## config.mk

```make
export PLATFORM = sky130hd
export DESIGN_NAME = dm
export DESIGN_NICKNAME = d
export VERILOG_FILES = /design/src/rtl/dm.sv
export SDC_FILE = /design/constraint.sdc
export NUM_CORES = 2
export LEC_CHECK = 0
export CAP_MARGIN = 20
export CELL_PAD_IN_SITES_DETAIL_PLACEMENT = 1
export CELL_PAD_IN_SITES_GLOBAL_PLACEMENT = 1
export CORE_MARGIN = 2
export CORE_UTILIZATION = 30
export DETAILED_ROUTE_END_ITERATION = 16
export HOLD_SLACK_MARGIN = 0.15
export PLACE_DENSITY_LB_ADDON = 0.1
export SKIP_CTS_REPAIR_TIMING = 1
export SYNTH_ARGS = -nofsm -noshare
export SYNTH_HDL_FRONTEND = slang
export SYNTH_SLANG_ARGS = --single-unit
```

## constraint.sdc

```tcl
create_clock -name clk -period 2.3 [get_ports clk]
set_input_delay 0.345 -clock clk [delete_from_list [all_inputs] [get_ports clk]]
set_output_delay 0.345 -clock clk [all_outputs]
set_load 0.05 [all_outputs]
```

## src/rtl/dm.sv

```systemverilog
// rtl/dm.sv - word-addressed single-port data memory, sync write / async read.
// Optional DM_RANGE_CHECK_EN adds addr_err and blocks out-of-range accesses.
module dm #(
  parameter int DEPTH = 64,
  localparam int AW = $clog2(DEPTH)
) (
  input  logic        clk,
  input  logic        rst_n,
  input  logic [31:0] add,
  input  logic [31:0] data_in,
  input  logic        wen,
`ifdef DM_RANGE_CHECK_EN
  output logic        addr_err,
`endif
  output logic [31:0] data_out
);

  logic [31:0]   mem_q [DEPTH];
  logic [31:0]   mem_d [DEPTH];
  logic [AW-1:0] idx;
  logic          out_of_range;
  logic          wr_ok;

  assign idx          = add[AW-1:0];
  assign out_of_range = |add[31:AW];

`ifdef DM_RANGE_CHECK_EN
  assign addr_err = rst_n & out_of_range;
  assign wr_ok    = wen & ~out_of_range;
  assign data_out = out_of_range ? 32'h0 : mem_q[idx];
`else
  // Upper address bits alias onto the low AW bits in this build.
  logic unused_hi_bits;
  assign unused_hi_bits = out_of_range;
  assign wr_ok          = wen;
  assign data_out       = mem_q[idx];
`endif

  always_comb begin
    for (int i = 0; i < DEPTH; i++) begin
      mem_d[i] = mem_q[i];
    end
    if (wr_ok) begin
      mem_d[idx] = data_in;
    end
  end

  always_ff @(posedge clk or negedge rst_n) begin
    if (!rst_n) begin
      for (int i = 0; i < DEPTH; i++) begin
        mem_q[i] <= 32'h0;
      end
    end else begin
      for (int i = 0; i < DEPTH; i++) begin
        mem_q[i] <= mem_d[i];
      end
    end
  end

endmodule

```

==> out/results.tsv <==
stage	metric	value	unit
status	status	finished, violations left	
status	violations	negative setup slack	
detailed_routing	drtPass1Iterations	5	
final_layout	largest-register	mem_q	
power	p_per_area	833	nW/um2
global_routing	grt_usage	26.8	%
worst_setup_path	crit_type	flop to primary output	
detailed_routing	wl_per_cell	36.2	um
synthesis	yosysUniqueCellTypes	63	
power	comb_power_share	13.7	%
cts	cts_tree	done	
worst_setup_path	r2r_slack	1.41	ns
die	fp.dieH	558	um
timing	finalMaxSlewViolations	0	
detailed_routing	dr_total_vias	64940	
detailed_routing	drc	0	
synthesis	synth_edf_count	0	
global_routing	grt_overflow	0	
detailed_routing	ant_nets	0	
final_layout	fillers	30987	
cts	cts_root_buf	clkbuf_16	
final_layout	area_growth	27.6	%
synthesis	synthCells	6795	
timing	setup_viol	32	
power	ir_worst_vdd	0.564	mV
timing	worstMarginPinSlew	0.745	ns
detailed_routing	avgViaCountPerCell	5.58	
placement	pre_cts_ws	-1.32	ns
placement	dp_hpwl	281000	um
timing	worst_slack	-1.05	ns
timing	holdWs	0.178	ns
power	power_switching	0.0261	W
final_layout	instances_no_fill	11632	
worst_setup_path	path_cells	mux4_2, mux2i_1, o22a_2, o211ai_1, or4_4, buf_12	
final_layout	nets	7399	
worst_setup_path	crit_fanout	2	
synthesis	syn_nets	6862	
placement	placedInstanceArea	107000	um2
die	die-area	311000	um2
cts	clkSlewWorstSetupHoldPaths	0.06	ns
global_routing	grt_max_degree	113	
synthesis	ys_warn_count	0	
timing	finalCriticalPeriod	3.35	ns
timing	period_share	146	%
worst_setup_path	cp_data_required_time	1.96	ns
power	clockPowerShare	41.9	%
final_layout	top_regs	mem_q (2048)	
cts	cts.sinks	2048	
placement	gp_congestion	0.849	
worst_setup_path	critPathLaunchType	flop	
min_path	hold_path.class	input pin to flop	
global_routing	first_global_vias	69562	
power	switching_share	26.7	%
final_layout	final_area	117000	um2
timing	rsz0062_at_grt	true	
power	p_total	0.0978	W
cts	insertion_delay	0.90	ns
worst_setup_path	end_kind	primary output	
global_routing	grt_pass1_wl	585000	um
cts	htreeDepth	5	
die	coreArea	305000	um2
die	ioPinCount	99	
synthesis	ys_ff_latch	2048	
worst_setup_path	critPathSlowestCell	mux4_2	
timing	finClkSkew	0	ns
final_layout	final_cell_mix	mux2_2 (2049), dfrtp_1 (2048), buf_4 (564)	
die	dieWidth	558	um
final_layout	drive_above_1_share	51.5	%
final_layout	final_common_cell	mux2_2	
cts	cts_made_buffers	262	
synthesis	syn_area	92000	um2
synthesis	ys_seq_area_share	55.7	%
detailed_routing	drtIter0Drc	4587	
global_routing	antenna_found_initial	24	
worst_setup_path	cp.arrival	3.00	ns
cts	cts_buffer_depth	4	
die	rows	203	
power	p_int	0.0717	W
synthesis	ys.flop_type	dfrtp_1	
synthesis	ys_async_sr_fraction	100	%
timing	finalHoldViolations	0	
placement	dp_cells	11121	
worst_setup_path	critPathMaxStageDelay	0.49	ns
flow_run	maxCapViolCount	0	
timing	slew_headroom	50.3	%
placement	io_buffers	72	
final_layout	largest_reg_flops	2048	
synthesis	syn_area_per_cell	13.5	um2
die	start_util	30.1	%
power	power.share.sequential	44.4	%
power	p_leak	53.2	nW
detailed_routing	wl	421000	um
timing	max_freq	299	MHz
-- cells in the mapped netlist (27+ instances only) --
cell      instances  area, um2
o21ai_0         122        611
mux2i_1          88        881
dfrtp_1        2048      51200
mux2_2         2060      23200
nor3_1           45        225
nand2_1         103        387
a221oi_1        374       3280
buf_1           120        450
o221ai_1         36        315
a22oi_1         437       3280
o22ai_1         168       1050
clkbuf_1        315       1180
a21oi_1          61        305
mux4_2           43        968
buf_2           296       1480
nor2_1          182        683
mux2_1           27        304
a22o_1           29        254
-- worst max-delay path, delay by kind of cell (launching register included) --
| kind | cells | cell delay [ns] |
|---|---|---|
| compound gates | 2 | 0.40 |
| buf+inv | 1 | 0.18 |
| flops | 1 | 0.37 |
| mux | 2 | 0.66 |
| simple gates | 1 | 0.49 |
-- per-layer routing --
metal	wire length (um)	up-vias	global-route usage, %	share of wire (%)
li1	-	26783	-	-
met2	198000	1574	43.6	47
met3	18200	633	3.67	4.3
met1	187000	35936	36.1	44
met5	90	-	0	0.021
met4	17700	14	10.1	4.2
-- stage by stage --
step / TNS, ns / utilization, %
finish: -27.16 / 38.5
global route: -29.59 / 38.5
CTS: -37.25 / 37.9
detailed placement: -1043.85 / 35.1
global placement: -1030.69 / 35.1
floorplan: -3.88 / -
-- final timing paths --
kind	from	end	cells past startpoint
worst max-delay path	mem_q[30]	data_out[30]	6
worst min-delay path	data_in[8]	mem_q[968]	2
worst max register to register	mem_q[1869]	mem_q[1869]	2
worst min register to register	mem_q[311]	mem_q[311]	1
max in group asynchronous	rst_n	mem_q[372]	4
min in group asynchronous	rst_n	mem_q[229]	3
-- kinds of logic (layout without fill, tap and decap cells) --
group,after synthesis,count (layout),share of synthesized area (%)
other,0,3,0
and+or+nand+nor,439,440,2.18
buffers and inverters,764,1497,3.69
AOI/OAI and AO/OA,1326,1326,10.8
muxes,2218,2218,27.6
DFF,2048,2048,55.7
-- power groups by stage --
stage | logic, W | registers, W | clock network (W)
CTS | 0.0131 | 0.0433 | 0.0421
global placement | 0.0128 | 0.0437 | 0
floorplan | 0.00780 | 0.0431 | 0
detailed placement | 0.0131 | 0.0440 | 0
global route | 0.0143 | 0.0440 | 0.0435
finish | 0.0134 | 0.0434 | 0.0410
-- final cells by class --
| cell class | count | area [um2] | area share [%] |
|---|---|---|---|
| antenna | 3 | 7.51 | 0.00639 |
| clock buffer | 402 | 7790 | 6.63 |
| clock inverter | 59 | 664 | 0.566 |
| inverter | 3 | 26.3 | 0.0224 |
| multi-input combinational | 3984 | 39800 | 33.9 |
| sequential | 2048 | 51200 | 43.7 |
| tap | 4100 | 5130 | 4.37 |
| timing repair buffer | 1033 | 12700 | 10.8 |
(Power assumes the default switching activity.)
